File: config.mk
export PLATFORM = sky130hd
export DESIGN_NAME = seg_mux_display_flat
export DESIGN_NICKNAME = d
export VERILOG_FILES = /design/src/rtl/seg_mux_display_if.sv /design/src/rtl/seg_mux_display.sv /design/src/flat_wrapper.sv
export SDC_FILE = /design/constraint.sdc
export NUM_CORES = 1
export LEC_CHECK = 0
export ABC_CLOCK_PERIOD_IN_PS = 5000
export BUFFER_PORTS_ARGS = -buffer_cell sky130_fd_sc_hd__buf_2
export CAP_MARGIN = 10
export CORE_MARGIN = 5
export CORE_UTILIZATION = 30
export DETAILED_ROUTE_END_ITERATION = 16
export GPL_ROUTABILITY_DRIVEN = 0
export PLACE_DENSITY = 0.47
export SYNTH_ARGS = -nofsm -noshare
export SYNTH_HDL_FRONTEND = slang
export SYNTH_SLANG_ARGS = --single-unit
File: constraint.sdc
create_clock -name clk -period 5 [get_ports clk]
set_input_delay 0.5 -clock clk [delete_from_list [all_inputs] [get_ports clk]]
set_output_delay 0.5 -clock clk [all_outputs]
set_load 0.05 [all_outputs]
File: src/rtl/seg_mux_display_if.sv
// seg_mux_display_if: value/control bus from the game FSM and segment/digit pins toward the IO pads.
interface seg_mux_display_if #(
    parameter int DIGITS = 2
);
    logic [4*DIGITS-1:0] value;
    logic [DIGITS-1:0]   dp_mask;
    logic                load;
    logic                blank_lz;
    logic [3:0]          brightness;
    logic                seginv;
    logic [6:0]          seg;
    logic                dp;
    logic [DIGITS-1:0]   dig;
    logic                frame_done;
    modport master (
        output value, dp_mask, load, blank_lz, brightness, seginv,
        input  seg, dp, dig, frame_done
    );
    modport slave (
        input  value, dp_mask, load, blank_lz, brightness, seginv,
        output seg, dp, dig, frame_done
    );
endinterface

File: src/rtl/seg_mux_display.sv
// seg_mux_display: multiplexed 7-segment scanner with double-buffered values, blank gap, PWM dimming and LZ blanking.
module seg_mux_display #(
    parameter int CLK_KHZ      = 100,
    parameter int DIGIT_US     = 1000,
    parameter int DIGITS       = 2,
    parameter int BLANK_CYCLES = 2
) (
    input logic              clk,
    input logic              rst_n,
    seg_mux_display_if.slave bus
);
    localparam int DWELL = CLK_KHZ * DIGIT_US / 1000;
    localparam int CW    = DWELL > 1 ? $clog2(DWELL) : 1;
    localparam int IW    = DIGITS > 1 ? $clog2(DIGITS) : 1;
    localparam logic [6:0] SEG_LUT [16] = '{
        7'h3F, 7'h06, 7'h5B, 7'h4F, 7'h66, 7'h6D, 7'h7D, 7'h07,
        7'h7F, 7'h6F, 7'h77, 7'h7C, 7'h39, 7'h5E, 7'h79, 7'h71
    };
    generate
        if (DWELL <= BLANK_CYCLES) begin : g_bad_blank
            $error("seg_mux_display: dwell must exceed BLANK_CYCLES");
        end
        if (DIGITS < 1 || DIGITS > 8) begin : g_bad_digits
            $error("seg_mux_display: DIGITS must be 1..8");
        end
    endgenerate
    logic [CW-1:0]       cnt_q, cnt_d;
    logic [IW-1:0]       idx_q, idx_d;
    logic [3:0]          pwm_q, pwm_d;
    logic [4*DIGITS-1:0] active_q, active_d, shadow_q, shadow_d;
    logic                pending_q, pending_d;
    logic [6:0]          seg_q, seg_d;
    logic                dp_q, dp_d, fd_q, fd_d;
    logic [DIGITS-1:0]   dig_q, dig_d;
    logic [DIGITS-1:0]   lz;
    logic                seen, wrap, boundary, on, hide;
    logic [3:0]          nib;
    always_comb begin
        wrap     = cnt_q == CW'(DWELL - 1);
        boundary = wrap && idx_q == IW'(DIGITS - 1);
        lz       = '0;
        seen     = 1'b0;
        // walk down from the top digit; a digit is a leading zero until a nonzero nibble is seen
        for (int i = DIGITS - 1; i > 0; i--) begin
            seen  = seen | (active_q[4*i +: 4] != 4'd0);
            lz[i] = ~seen;
        end
        nib       = active_q[4*idx_q +: 4];
        on        = cnt_q >= CW'(BLANK_CYCLES) && pwm_q < bus.brightness;
        hide      = bus.blank_lz && lz[idx_q];
        seg_d     = (on && !hide ? SEG_LUT[nib] : 7'h00) ^ {7{bus.seginv}};
        dp_d      = (on && bus.dp_mask[idx_q]) ^ bus.seginv;
        dig_d     = on ? DIGITS'(1) << idx_q : '0;
        fd_d      = boundary;
        cnt_d     = wrap ? '0 : cnt_q + 1'b1;
        idx_d     = wrap ? (idx_q == IW'(DIGITS - 1) ? '0 : idx_q + 1'b1) : idx_q;
        pwm_d     = pwm_q == 4'd14 ? 4'd0 : pwm_q + 4'd1;
        shadow_d  = bus.load ? bus.value : shadow_q;
        // a load on the boundary cycle bypasses the shadow so it still makes the next frame
        active_d  = boundary && (pending_q || bus.load) ? (bus.load ? bus.value : shadow_q) : active_q;
        pending_d = !boundary && (pending_q || bus.load);
    end
    always_ff @(posedge clk or negedge rst_n) begin
        if (!rst_n) begin
            cnt_q     <= '0;
            idx_q     <= '0;
            pwm_q     <= '0;
            active_q  <= '0;
            shadow_q  <= '0;
            pending_q <= 1'b0;
            seg_q     <= '0;
            dp_q      <= 1'b0;
            dig_q     <= '0;
            fd_q      <= 1'b0;
        end else begin
            cnt_q     <= cnt_d;
            idx_q     <= idx_d;
            pwm_q     <= pwm_d;
            active_q  <= active_d;
            shadow_q  <= shadow_d;
            pending_q <= pending_d;
            seg_q     <= seg_d;
            dp_q      <= dp_d;
            dig_q     <= dig_d;
            fd_q      <= fd_d;
        end
    end
    assign bus.seg        = seg_q;
    assign bus.dp         = dp_q;
    assign bus.dig        = dig_q;
    assign bus.frame_done = fd_q;
endmodule

File: src/flat_wrapper.sv
// flat-port wrapper written by rule: the top's interface ports become plain ports
module seg_mux_display_flat 
#(
    parameter int CLK_KHZ      = 100,
    parameter int DIGIT_US     = 1000,
    parameter int DIGITS       = 2,
    parameter int BLANK_CYCLES = 2
)
  (clk, rst_n, bus_value, bus_dp_mask, bus_load, bus_blank_lz, bus_brightness, bus_seginv, bus_seg, bus_dp, bus_dig, bus_frame_done);
  seg_mux_display_if #(.DIGITS(DIGITS)) bus_i ();
  input logic clk;
  input logic rst_n;
  input wire logic [$bits(bus_i.value)-1:0] bus_value;
  input wire logic [$bits(bus_i.dp_mask)-1:0] bus_dp_mask;
  input wire logic [$bits(bus_i.load)-1:0] bus_load;
  input wire logic [$bits(bus_i.blank_lz)-1:0] bus_blank_lz;
  input wire logic [$bits(bus_i.brightness)-1:0] bus_brightness;
  input wire logic [$bits(bus_i.seginv)-1:0] bus_seginv;
  output wire logic [$bits(bus_i.seg)-1:0] bus_seg;
  output wire logic [$bits(bus_i.dp)-1:0] bus_dp;
  output wire logic [$bits(bus_i.dig)-1:0] bus_dig;
  output wire logic [$bits(bus_i.frame_done)-1:0] bus_frame_done;
  assign bus_i.value = bus_value;
  assign bus_i.dp_mask = bus_dp_mask;
  assign bus_i.load = bus_load;
  assign bus_i.blank_lz = bus_blank_lz;
  assign bus_i.brightness = bus_brightness;
  assign bus_i.seginv = bus_seginv;
  assign bus_seg = bus_i.seg;
  assign bus_dp = bus_i.dp;
  assign bus_dig = bus_i.dig;
  assign bus_frame_done = bus_i.frame_done;
  seg_mux_display #(.CLK_KHZ(CLK_KHZ), .DIGIT_US(DIGIT_US), .DIGITS(DIGITS), .BLANK_CYCLES(BLANK_CYCLES)) u_core (.clk(clk), .rst_n(rst_n), .bus(bus_i));
endmodule
# Word level (Yosys, flattened, before mapping)
# Memories as Yosys holds them, arrays and structs flattened.
# Cells that the tools add are included.
# op_classes
n_mux	12
add_sub_neg	3
reduce_logical	11
eq_ne	2
shift	2
n_lt_le_gt_ge	4
bitwise	4
# ops
operator	n
two-way mux 7 bit	4
two-way mux 8 bit	1
indexed part select 8 x 4 -> 4 bit	1
adder 7 x 1 -> 7 bit (second input constant)	1
equality test 7 bit (second input constant)	1
greater-or-equal comparator 7 x 2 -> 1 bit (second input constant)	1
logical AND 1 bit	7
bitwise XOR 7 bit	1
greater-or-equal comparator 5 bit (second input constant)	1
two-way mux 1 bit	5
NOT 4 -> 5 bit	1
adder 4 x 1 -> 4 bit (second input constant)	1
equality test 4 bit (second input constant)	1
< comparator 4 bit	1
two-way mux 4 bit	1
nonzero test 4 bit	1
logical NOT 1 bit	2
< comparator 1 x 2 -> 1 bit (second input constant)	1
two-way mux 2 bit	1
left shift 1 x 1 -> 2 bit (first input constant)	1
adder 1 bit (second input constant)	1
logical OR 1 bit	1
NOT 1 bit	1
bitwise XOR 1 bit	1
# word_totals
output_inout_bits	11
reg_bits	40
inputBits	19
mem_bits_ro	112
memories	1
# memory_table
name	words	word_bits	read_ports	rd_ports_with_merged_regs	wr	line_no	text
(name not given)	16	7	1	0	0	seg_mux_display.sv:51	seg_d = (on && !hide ? SEG_LUT[nib] : 7'h00) ^ {7{bus.seginv}};

# Longest topological paths before layout
# logic_depth
depth_word	9
mapped_depth	8
mapped_depth_nobuf	7

# Least setup slack after synthesis
# OpenSTA, ideal clock, no wires.
# synth_path
path_type	in2reg
from	input bus_brightness[3]
to	register u_core.seg_q[0] (netlist: u_core.bus.seg[0])
required_ns	4.919
n_path_buf	1
path_slack_ns	2.851
stages	7
arrival_time_ns	2.068
cell_sequence	inv_1 -> ha_1 -> a221o_1 -> or3_1 -> buf_6 -> a2111oi_4 -> xor2_1
# synth_between
elab_chain_cells	5
# synth_rtl
element	line_no	text
from (decl)	flat_wrapper.sv:17	input wire logic [$bits(bus_i.brightness)-1:0] bus_brightness;
< comparator 4 bit	seg_mux_display.sv:49	on = cnt_q >= CW'(BLANK_CYCLES) && pwm_q < bus.brightness;
logical AND 1 bit	seg_mux_display.sv:49	
logical AND 1 bit	seg_mux_display.sv:51	
two-way mux 7 bit	seg_mux_display.sv:51	
bitwise XOR 7 bit	seg_mux_display.sv:51	
net u_core.seg_d[0]	seg_mux_display.sv:32	logic [6:0] seg_q, seg_d;
to (signal assigned)	seg_mux_display.sv:82	seg_q <= seg_d;
to (decl)	seg_mux_display.sv:32	
# The timed path passes the listed nets, and every way through them passes these cells.
# A chain may end at the register's enable or synchronous reset.

# Worst setup path in the final report
# layout_path
from	register u_core.idx_q
to	register u_core.seg_q[0] (netlist: u_core.bus.seg[0])
# layout_between
elab_chain_cells	7
elab_cells_between_ends	12
cone_classes	1 x shift; 5 x mux; 2 x bitwise; 3 x reduce/logical; 1 x memory
# layout_rtl
element	line_no	text
from (decl)	seg_mux_display.sv:28	logic [IW-1:0] idx_q, idx_d;
from (signal assigned)	seg_mux_display.sv:77	idx_q <= idx_d;
indexed part select 8 x 4 -> 4 bit / two-way mux 1 bit (equally long branches)	seg_mux_display.sv:48, seg_mux_display.sv:50	
NOT 4 -> 5 bit (not written as such) / two-way mux 1 bit (equally long branches)	seg_mux_display.sv:51, seg_mux_display.sv:50	
memory (16 x 7 bit) / logical AND 1 bit (equally long branches)	--	
two-way mux 7 bit (not written as such) / logical NOT 1 bit (equally long branches)	seg_mux_display.sv:51	
two-way mux 7 bit (not written as such) / logical AND 1 bit (equally long branches)	seg_mux_display.sv:51	
two-way mux 7 bit (*)	seg_mux_display.sv:51	
bitwise XOR 7 bit (*)	seg_mux_display.sv:51	
net u_core.seg_d[0]	seg_mux_display.sv:32	
# Mark *: on every way through the listed nets, which the timed path passes. The rest lies on a longest branch. The select of a mux whose other input is x is not followed.

==> run summary <==
area occupied by registers: 0.001001 mm2
syn nets: 197
I/O Pins: 30
Starting DRT DRC Count: 31
register area share after synthesis: 50.96%
Synth area leader: dfrtp_1
hold buffers post-CTS: 0
fin. max-slew vios: 0
Yosys warnings: 0
Tmin final: 2346 ps
status: completed
Critical Path RT: 5220 ps
post-route ant nets: 0
Final Setup Violations: 0
post-cts resize count: 0
fmax: 426.3 MHz
Fillers: 610
vias in the first global route: 1,318
Fin Hold WS: 326.0 ps
area of the multi-input gates: 902.1 um2
Core Box Area: 0.006350 mm2
share of cells above drive strength 1: 30.50%
top-area cell type share of the netlist area: 50.96%
largest net degree at the start of global routing: 41
CP startpoint kind: register
final hold vios: 0
Post-synth ARST share: 100.0%
die height: 90.92 um
initial antenna violation count: 0
CTS tree: done
Slew HR: 40.51%
worst-path fanout max: 12
setup TNS: 0 ps
I/O Buffers: 29
H-tree levels: 2
Initial Util: 30.94%
main flop type after synthesis: dfrtp_1
Post-Syn Instances: 168
Tot GR Track Use: 9.450%
Vias: 1,265
Ant. Diodes: 0
synthesized area per cell: 11.69 um2
VDD IR max: 0.1333 mV
die width: 90.92 um
CP arrival: 2560 ps
Total Wirelength: 3649 um
CTS Buf Count: 5
Via density: 4.567
number of synthesized flops with an enable pin: 0
Overflow after GRT: 0
global-route wire length before repair: 6341 um
Routed wire per std cell: 13.17 um
Yosys reg bits: 40
Layout area overhead: 18.98%
cell area after synthesis: 0.001964 mm2
max-cap viol count: 0
Clk pin slew, worst setup/hold paths: 80 ps
number of cells after detailed placement: 269
worst hold path class: in -> async
router iterations before antenna repair: 4
residual DRC count: 0
HPWL after DPL: 2670 um
Area contributors post-synth: dfrtp_1 (51%), mux2_2 (10%), ha_1 (6.4%)
row count: 29
clock skew: 5.460 ps
CTS Sinks: 40
full die area: 0.008266 mm2
Layout Nets: 228
clock root buffer: clkbuf_8
Static Leak: 1.107 nW
deepest clock path buffer count: 2
critical path class: reg -> reg
P per Cell Area: 332.0 mW/mm2
final non-filler cell total: 277
Worst Tran Pin Value: 892.3 ps
Distinct cells, synth: 35
period utilization: 46.91%
Clock Latency Late Sink: 290 ps
Post-CTS Setup Bufs: 0
RSZ-0062 raised after global routing: no
CP Capture Type: register
==> cells in the final DEF, fill, tap and decap left out, types with 2 or more instances in the layout <==
cell       count
inv_1          9
a21oi_1        4
dfrtp_1       40
o21ai_0        5
nor2_1        12
nand2_1       13
xnor2_1        5
nor3_1         3
xor2_1         8
mux2_2        18
ha_1          10
and2_1         2
o211ai_1       3
buf_2         29
nand3_1        6
clkbuf_8       5
nand2b_1       2
mux2i_1        8
bufinv_16      3
==> Yosys cell counts (2+ instances only) <==
cell	instances
inv_1	9
o211ai_1	3
mux2_2	18
mux2i_1	8
nand2b_1	2
nand3_1	6
ha_1	10
a21oi_1	4
dfrtp_1	40
xnor2_1	5
xor2_1	8
nor2_1	12
o21ai_0	5
nor3_1	3
and2_1	2
nand2_1	13
clkbuf_1	2
==> layer usage <==
layer / global-route usage (%) / vias to the layer above / wire length (um)
met4: 4.523 / 0 / 74
met1: 12.31 / 591 / 1759
li1: - / 643 / -
met3: 2.917 / 7 / 178
met5: 0 / - / 0
met2: 14.24 / 24 / 1636
==> worst paths after layout <==
check                              startpoint                    end  slack (ps)  depth (start not counted)
min in group clk                 bus_value[1]     u_core.shadow_q[1]         450                          2
max in group asynchronous               rst_n  u_core.bus.frame_done        4120                          1
max reg2reg                      u_core.idx_q      u_core.bus.seg[0]        2650                          7
max                              u_core.idx_q      u_core.bus.seg[0]        2650                          7
min reg2reg                u_core.shadow_q[3]     u_core.shadow_q[3]         500                          1
min                                     rst_n      u_core.bus.seg[6]         330                          1
==> report_power, final <==
group,leakage [nW],switching [mW],total [mW],internal [mW]
registers,0.494,0.00266,0.339,0.336
clock network,0.0784,0.116,0.366,0.250
logic,0.535,0.0480,0.0712,0.0232
==> area by class of cell <==
cell class / instances / share of cell area, %
tap: 77 / 4.122
inverter: 9 / 1.445
sequential: 40 / 42.83
multi-input combinational: 114 / 38.60
timing repair buffer: 29 / 6.210
clock inverter: 3 / 3.854
clock buffer: 5 / 2.944
==> critical path, stage by stage, from the launching register on <==
cell and delay [ps]:
dfrtp_1 660, mux2i_1 530, inv_1 120, ha_1 240, nand2_1 90, a21oi_1 110
a2111oi_4 350, xor2_1 170
==> flip-flops by register name (all words and copies together), names as in the netlist <==
name                   count
u_core.bus.frame_done      1
u_core.cnt_q               7
u_core.pending_q           1
u_core.bus.dig             2
u_core.pwm_q               4
u_core.bus.seg             7
u_core.active_q            8
u_core.shadow_q            8
u_core.bus.dp              1
u_core.idx_q               1
==> kinds of logic (layout without fill, tap and decap cells) <==
logic type / Yosys count / count (layout) / share of synthesized area [%]
buffers and inverters: 14 / 46 / 3.121
xor gates and xnor gates: 13 / 13 / 5.796
DFF: 40 / 40 / 50.96
adders and majority gates: 10 / 10 / 6.369
muxes: 26 / 26 / 14.39
and+or+nand+nor: 45 / 45 / 10.96
AOI/OAI and AO/OA: 20 / 20 / 8.408
==> stage by stage <==
step | power [mW] | instance area (um2) | utilization (%) | setup slack [ps]
after global routing | 0.8064 | 2337 | 36.81 | 2415
after global placement | 0.4183 | 2178 | 34.31 | 2643
after floorplan | 0.3948 | 1964 | - | 2851
after detailed placement | 0.4187 | 2178 | 34.31 | 2610
after CTS | 0.7915 | 2337 | 36.81 | 2627
final | 0.7760 | 2337 | 36.81 | 2654
No activity file was read; power rests on OpenSTA's default activity.
